## config.mk

```make
export PLATFORM = sky130hd
export DESIGN_NAME = ram_loader
export DESIGN_NICKNAME = d
export VERILOG_FILES = /design/src/rtl/sap1_pkg.sv /design/src/rtl/ram_loader.sv
export SDC_FILE = /design/constraint.sdc
export NUM_CORES = 1
export LEC_CHECK = 0
export BUFFER_PORTS_ARGS = -buffer_cell sky130_fd_sc_hd__clkbuf_2
export CORE_UTILIZATION = 47
export CTS_CLUSTER_DIAMETER = 120
export CTS_CLUSTER_SIZE = 28
export DETAILED_ROUTE_END_ITERATION = 12
export GPL_ROUTABILITY_DRIVEN = 0
export GPL_TIMING_DRIVEN = 0
export MAX_ROUTING_LAYER = met4
export PLACE_DENSITY = 0.74
export SLEW_MARGIN = 20
export SYNTH_ARGS = -nofsm -noshare
export SYNTH_HDL_FRONTEND = slang
export SYNTH_SLANG_ARGS = --single-unit
```

## constraint.sdc

```tcl
create_clock -name clk_i -period 3.35 [get_ports clk_i]
set_input_delay 0.67 -clock clk_i [delete_from_list [all_inputs] [get_ports clk_i]]
set_output_delay 0.67 -clock clk_i [all_outputs]
set_load 0.01 [all_outputs]
```

## src/rtl/sap1_pkg.sv

```systemverilog
// sap1_pkg: shared SAP-1 constants and the program-loader state encoding.
package sap1_pkg;
  localparam int RAM_DEPTH  = 16;
  localparam int RAM_ADDR_W = 4;
  localparam int RAM_DATA_W = 8;
  typedef enum logic [2:0] {ST_IDLE, ST_LOAD, ST_CHECK, ST_FLUSH, ST_DONE} state_e;
endpackage

```

## src/rtl/ram_loader.sv

```systemverilog
// ram_loader: streams DEPTH bytes into the SAP-1 RAM write port, holding the CPU while busy.
// Define RAM_LOADER_CHECKSUM_EN to accept a trailing checksum byte and report err_o.
module ram_loader
  import sap1_pkg::*;
#(
  parameter int DEPTH  = RAM_DEPTH,
  parameter int ADDR_W = RAM_ADDR_W,
  parameter int DATA_W = RAM_DATA_W
) (
  input  logic              clk_i,
  input  logic              rst_i,
  input  logic              start_i,
  input  logic              in_valid_i,
  input  logic [DATA_W-1:0] in_data_i,
  output logic              in_ready_o,
  output logic              we_o,
  output logic [ADDR_W-1:0] waddr_o,
  output logic [DATA_W-1:0] wdata_o,
  output logic              busy_o,
  output logic              done_o,
  output logic              err_o
);
  state_e state_q, state_d;
  logic [ADDR_W-1:0] addr_q, addr_d, waddr_q, waddr_d;
  logic [DATA_W-1:0] wdata_q, wdata_d;
  logic we_q, we_d, hs, last;
`ifdef RAM_LOADER_CHECKSUM_EN
  logic [DATA_W-1:0] sum_q, sum_d;
  logic err_q, err_d;
`endif
  assign in_ready_o = state_q == ST_LOAD || state_q == ST_CHECK;
  assign busy_o     = in_ready_o || state_q == ST_FLUSH;
  assign done_o     = state_q == ST_DONE;
  assign hs         = in_valid_i && in_ready_o;
  assign last       = addr_q == ADDR_W'(DEPTH - 1);
  assign we_o       = we_q;
  assign waddr_o    = waddr_q;
  assign wdata_o    = wdata_q;
`ifdef RAM_LOADER_CHECKSUM_EN
  assign err_o      = err_q && done_o;
`else
  assign err_o      = 1'b0;
`endif
  always_comb begin
    state_d = state_q;
    addr_d  = addr_q;
    we_d    = 1'b0;
    waddr_d = waddr_q;
    wdata_d = wdata_q;
`ifdef RAM_LOADER_CHECKSUM_EN
    sum_d   = sum_q;
    err_d   = err_q;
`endif
    unique case (state_q)
      ST_IDLE, ST_DONE: if (start_i) begin
        state_d = ST_LOAD;
        addr_d  = '0;
`ifdef RAM_LOADER_CHECKSUM_EN
        sum_d   = '0;
        err_d   = 1'b0;
`endif
      end
      ST_LOAD: if (hs) begin
        we_d    = 1'b1;
        waddr_d = addr_q;
        wdata_d = in_data_i;
        // the counter parks on the last address instead of wrapping
        addr_d  = last ? addr_q : addr_q + 1'b1;
`ifdef RAM_LOADER_CHECKSUM_EN
        sum_d   = sum_q + in_data_i;
        state_d = last ? ST_CHECK : ST_LOAD;
`else
        state_d = last ? ST_FLUSH : ST_LOAD;
`endif
      end
`ifdef RAM_LOADER_CHECKSUM_EN
      ST_CHECK: if (hs) begin
        err_d   = (sum_q + in_data_i) != '0;
        state_d = ST_FLUSH;
      end
`endif
      ST_FLUSH: state_d = ST_DONE;
      default:  state_d = ST_IDLE;
    endcase
  end
  always_ff @(posedge clk_i or posedge rst_i)
    if (rst_i) begin
      state_q <= ST_IDLE;
      addr_q  <= '0;
      we_q    <= 1'b0;
      waddr_q <= '0;
      wdata_q <= '0;
    end else begin
      state_q <= state_d;
      addr_q  <= addr_d;
      we_q    <= we_d;
      waddr_q <= waddr_d;
      wdata_q <= wdata_d;
    end
`ifdef RAM_LOADER_CHECKSUM_EN
  always_ff @(posedge clk_i or posedge rst_i)
    if (rst_i) begin
      sum_q <= '0;
      err_q <= 1'b0;
    end else begin
      sum_q <= sum_d;
      err_q <= err_d;
    end
`endif
endmodule

```

Yosys cells after proc, flatten, opt, wreduce, memory -nomap -nowiden --
Cells that the tools add are included.
Word-level totals: register bits 20, output and inout bits 17
Cells by class: $add $sub $neg 1, equal/unequal tests 8, multiplexer cells 10, reduce and logical (&&, ||, !) cells 9
Operators with widths (number):
- $mux 4 | 3
- $pmux 3 s3 | 1
- $pmux 4 s2 | 1
- $eq 3x2->1 const B | 2
- $mux 3 | 2
- $ne 2x2->1 const B | 3
- $add 4x1->4 const B | 1
- $eq 4x4->1 const B | 1
- $reduce_and 2->1 | 2
- $reduce_and 4->1 | 1
- $eq 3x1->1 const B | 1
- $eq 3x3->1 const B | 1
- $logic_not 3->1 | 1
- $logic_or 1x1->1 | 2
- $mux 1 | 2
- $mux 2 | 1
- $reduce_bool 2->1 | 1
- $reduce_or 2->1 | 1
- $logic_and 1x1->1 | 1

Logic depth before layout (Yosys ltp) --
depth after elaboration 5, gate-level depth with buffers 7

Worst setup path before layout --
Ideal clock, no wire load.
path type register to output, start point register state_q[1], end point output done_o, data arrival time 761 ps, data required time 2680 ps, slack 1919 ps, cell stages (with the launch flop) 5, cells stage by stage dfrtp_1 > buf_6 > nor2_1 > nand2_1 > inv_1
Between the ends: word-level cells in the longest chain between the ends 1
RTL lines:
- from (decl) | line ram_loader.sv:23 | state_e state_q, state_d;
- from (signal assigned) | line ram_loader.sv:94 | state_q <= state_d;
- $eq 3x3->1 | line ram_loader.sv:33 | assign done_o = state_q == ST_DONE;
- to (decl) | line ram_loader.sv:20 | output logic done_o,
Every way passes these cells.

Worst setup path after layout --
Ends and elaborated chain as after synthesis.

==> flow_summary.rst <==
.. list-table::
   :header-rows: 1

   * - Metric
     - Value
   * - Fraction of the yosys area taken by sequential cells
     - 54.3%
   * - Post-synthesis instance area
     - around 920 um^2
   * - Max Freq
     - 522 MHz
   * - DP Area
     - 1090 um^2
   * - Full die area
     - 2140 um^2
   * - Number of endpoints with negative hold slack in the final report
     - 0
   * - Effective utilization at floorplan
     - between 50% and 60%
   * - Critical Path Source
     - state_q[1]$_DFFE_PP0P_
   * - Boundary pin count
     - 29
   * - Total Routed Length
     - 1770 um
   * - Total of buffers placed on input and output ports
     - 27
   * - Detailed-route wire length per cell
     - 11.2 um
   * - Maximum cell stage delay along the critical path
     - 0.40 ns
   * - Synth warn
     - 0
   * - Worst flop-to-flop path startpoint
     - state_q[1]$_DFFE_PP0P_
   * - Worst path arrival time
     - 1.25 ns
   * - Count of endpoints failing setup in the final report
     - 0
   * - Cell type contributing the most total cell area after synthesis
     - dfrtp_1
   * - Fraction of final layout cells sized beyond drive strength 1
     - 28.6%
   * - Clk slew on worst S/H paths
     - between 0.1 and 0.15 ns
   * - Clock tree from TritonCTS
     - done
   * - Count of flip-flops with a built-in enable after synthesis
     - 0
   * - Length in cells of the worst reg-to-reg path
     - 6
   * - Top cells by area in the synthesized netlist
     - dfrtp_1, nand2_1, o211ai_1
   * - Internal power
     - slightly below 0.6 mW
   * - Maximum number of pins on one net before global-route repair
     - 21
   * - Clock root buffer
     - clkbuf_4
   * - Chain of cells forming the critical path
     - buf_6 -> nor2_1 -> nand2_1 -> inv_1 -> clkbuf_2
   * - Maximum resistive drop on vdd
     - 0.000425 V
   * - Outcome
     - complete, no violations
   * - Slew Limit Fails
     - 0
   * - Count of hold buffers inserted by post-cts repair
     - 0
   * - Number of inserted diodes
     - 0
   * - Layout overhead on the synthesized area
     - 22.0%
   * - Chip Height
     - 46.3 um
   * - CTS buffer count
     - 3
   * - Slew at the pin closest to its max-slew limit
     - 0.745 ns
   * - Summed negative setup slack over all endpoints
     - 0 ns
   * - Violation count after the first detailed-routing iteration
     - 26
   * - Most repeated cell in the gate-level netlist after synthesis
     - nand2_1
   * - Relative max-transition margin
     - between 50 and 60%
   * - Area of the core
     - 1780 um^2
   * - DP Worst Slack
     - 1.81 ns
   * - First-pass GRT wire length
     - 2730 um
   * - Syn Nets
     - between 100 and 150
   * - Share of the cycle needed by the critical path after routing
     - 57.2%
   * - Setup Skew
     - 0.00170 ns
   * - Residual overflow from global routing
     - 0
   * - Path category of the worst min-delay check
     - in -> async
   * - Capturing instance or port of the critical path
     - done_o
   * - Switching Share
     - 40.3%
   * - Type of the setup path with the least slack
     - reg -> out
   * - Crit end category
     - output pin
   * - Ys flop type
     - dfrtp_1
   * - Fraction of power consumed by the clock network
     - 14.5%
   * - Avg Cell Area, Syn
     - 9.03 um^2
   * - Total GRT Usage
     - 19.5%
   * - Ranking of synthesized cells by instance count
     - nand2_1, dfrtp_1, inv_1, nand3_1, nor2_1
   * - DIE WIDTH
     - between 40 and 50 um
   * - Unrepaired setup endpoints after global routing
     - no
   * - Reg2Reg Capture Point
     - wdata_o[3]$_DFFE_PP0P_
   * - Register share of total power
     - 42.8%
   * - Slowest cell on crit path
     - dfrtp_1
   * - Power spent charging and discharging nets
     - between 0.4 and 0.5 mW
   * - Remaining DRCs
     - 0
   * - Post-synth cell types
     - 23
   * - Number of core rows
     - 15
   * - Synth async-reset ratio
     - 100%
   * - Min Clock Period, post-route
     - 1.92 ns
   * - Average via count per standard cell
     - 4.91
   * - Fraction of synthesized cell area taken by the top area cell type
     - 54.3%
   * - CP max FO
     - 8
   * - Static power due to leakage
     - 0.616 nW
   * - Max capacitance violation total
     - 0
   * - Final-layout worst hold slack
     - 0.452 ns
   * - Worst reg-to-reg setup slack
     - 2.06 ns
   * - Power density over the cells
     - 885 nW/um^2
   * - Vias after detailed routing
     - 775
   * - Pre-antenna DRT Iters
     - 4
   * - Cell count after synthesis
     - 102
   * - Deepest level of the CTS H-tree
     - 1
   * - # Post-CTS Setup Buffers
     - 0
   * - Startpoint type of the worst setup path
     - flop
   * - Final non-filler cell area
     - roughly 1100 um^2
   * - Total Nets Final
     - 147
   * - Worst skew pair latency
     - 0.31 ns
   * - Number of storage elements in the synthesis netlist
     - 20
   * - Worst Slack Setup Final
     - roughly 1.4 ns
   * - Required arrival time at the worst endpoint
     - 2.68 ns
   * - Post-detail-place hpwl
     - 1270 um
   * - Combinational fraction of design power
     - 42.7%
   * - Number of buffers on the longest clock path
     - 2
   * - Number of fill cells
     - 149
   * - Multi-input logic area
     - 348 um^2
   * - Antenna violations before repair
     - 0
   * - Seq. cell area
     - 500 um^2
   * - Number of sinks handled by clock tree synthesis
     - 20
   * - Number of global-route vias before repair
     - 640
   * - Count of antenna-violating nets left after detailed routing
     - 0
   * - Count of instances resized after the clock tree is built
     - 0
==> worst min-delay path by stage <==
stage                                  end  slack [ns]
floorplan           wdata_o[0]$_DFFE_PP0P_        0.51
global placement    wdata_o[1]$_DFFE_PP0P_        0.46
detailed placement  wdata_o[5]$_DFFE_PP0P_        0.46
CTS                 wdata_o[6]$_DFFE_PP0P_        0.48
global route        waddr_o[1]$_DFFE_PP0P_        0.51
finish                      we_o$_DFF_PP0_        0.45
==> layer usage <==
| metal | share of wire [%] | global-route usage, % | vias up |
|---|---|---|---|
| met3 | 3.9 | 3.53 | 5 |
| li1 | - | - | 393 |
| met1 | 47 | 22.8 | 353 |
| met2 | 46 | 30.1 | 24 |
| met5 | 0 | - | - |
| met4 | 3.2 | 13.5 | 0 |
==> cell type report <==
class	count	area share (%)
well taps	25	2.78
repair buffers	27	12.0
inverters	6	2.45
plain buffers	5	4.01
multi-input cells	71	31.0
clock buffers	4	3.23
flip-flops and latches	20	44.5
==> stage by stage <==
| step | cells | power, mW | utilization, % |
|---|---|---|---|
| 3_3_place_gp | 154 | 0.838 | 61.0 |
| 6_report | 158 | 0.994 | 63.0 |
| 5_1_grt | 158 | 1.07 | 63.0 |
| 2_1_floorplan | 102 | 0.704 | - |
| 4_1_cts | 158 | 1.00 | 63.0 |
| 3_5_place_dp | 154 | 0.858 | 61.0 |
==> cells by family after synthesis <==
group / after synthesis / synth area share (%)
flops: 20 / 54.3
buf+inv: 11 / 7.88
other cells: 1 / 0.407
compound gates: 10 / 6.66
fa+ha+maj: 1 / 1.36
xor+xnor: 1 / 0.951
simple gates: 58 / 28.4
==> worst max-delay path, delay by kind of cell, from the launching register on <==
family                 cells  cell delay [ns]
buffers and inverters      3             0.32
and+or+nand+nor            2             0.22
DFF                        1             0.40
==> flip-flops by register name, indices dropped and copies added, names as in the netlist <==
register	cells
addr_q	4
we_o	1
state_q	3
waddr_o	4
wdata_o	8
==> power groups by stage <==
| stage | Clock, mW | Combinational (mW) | Sequential (mW) |
|---|---|---|---|
| 6_report | 0.144 | 0.424 | 0.426 |
| 5_1_grt | 0.153 | 0.480 | 0.441 |
| 4_1_cts | 0.148 | 0.428 | 0.426 |
| 3_5_place_dp | 0 | 0.426 | 0.432 |
| 3_3_place_gp | 0 | 0.415 | 0.423 |
| 2_1_floorplan | 0 | 0.252 | 0.452 |
==> cell usage in the layout (no fill, tap or decap), types with 2 or more instances in the layout <==
| cell | count |
|---|---|
| buf_4 | 3 |
| dfrtp_1 | 20 |
| o211ai_1 | 4 |
| nand2_1 | 39 |
| nand3_1 | 5 |
| a21oi_1 | 2 |
| nor2b_1 | 2 |
| nor2_1 | 5 |
| nand4_1 | 2 |
| buf_6 | 2 |
| clkbuf_2 | 27 |
| inv_1 | 5 |
| clkbuf_4 | 3 |
| o21ai_0 | 2 |
Note: power is estimated with default switching activity, not from simulation.
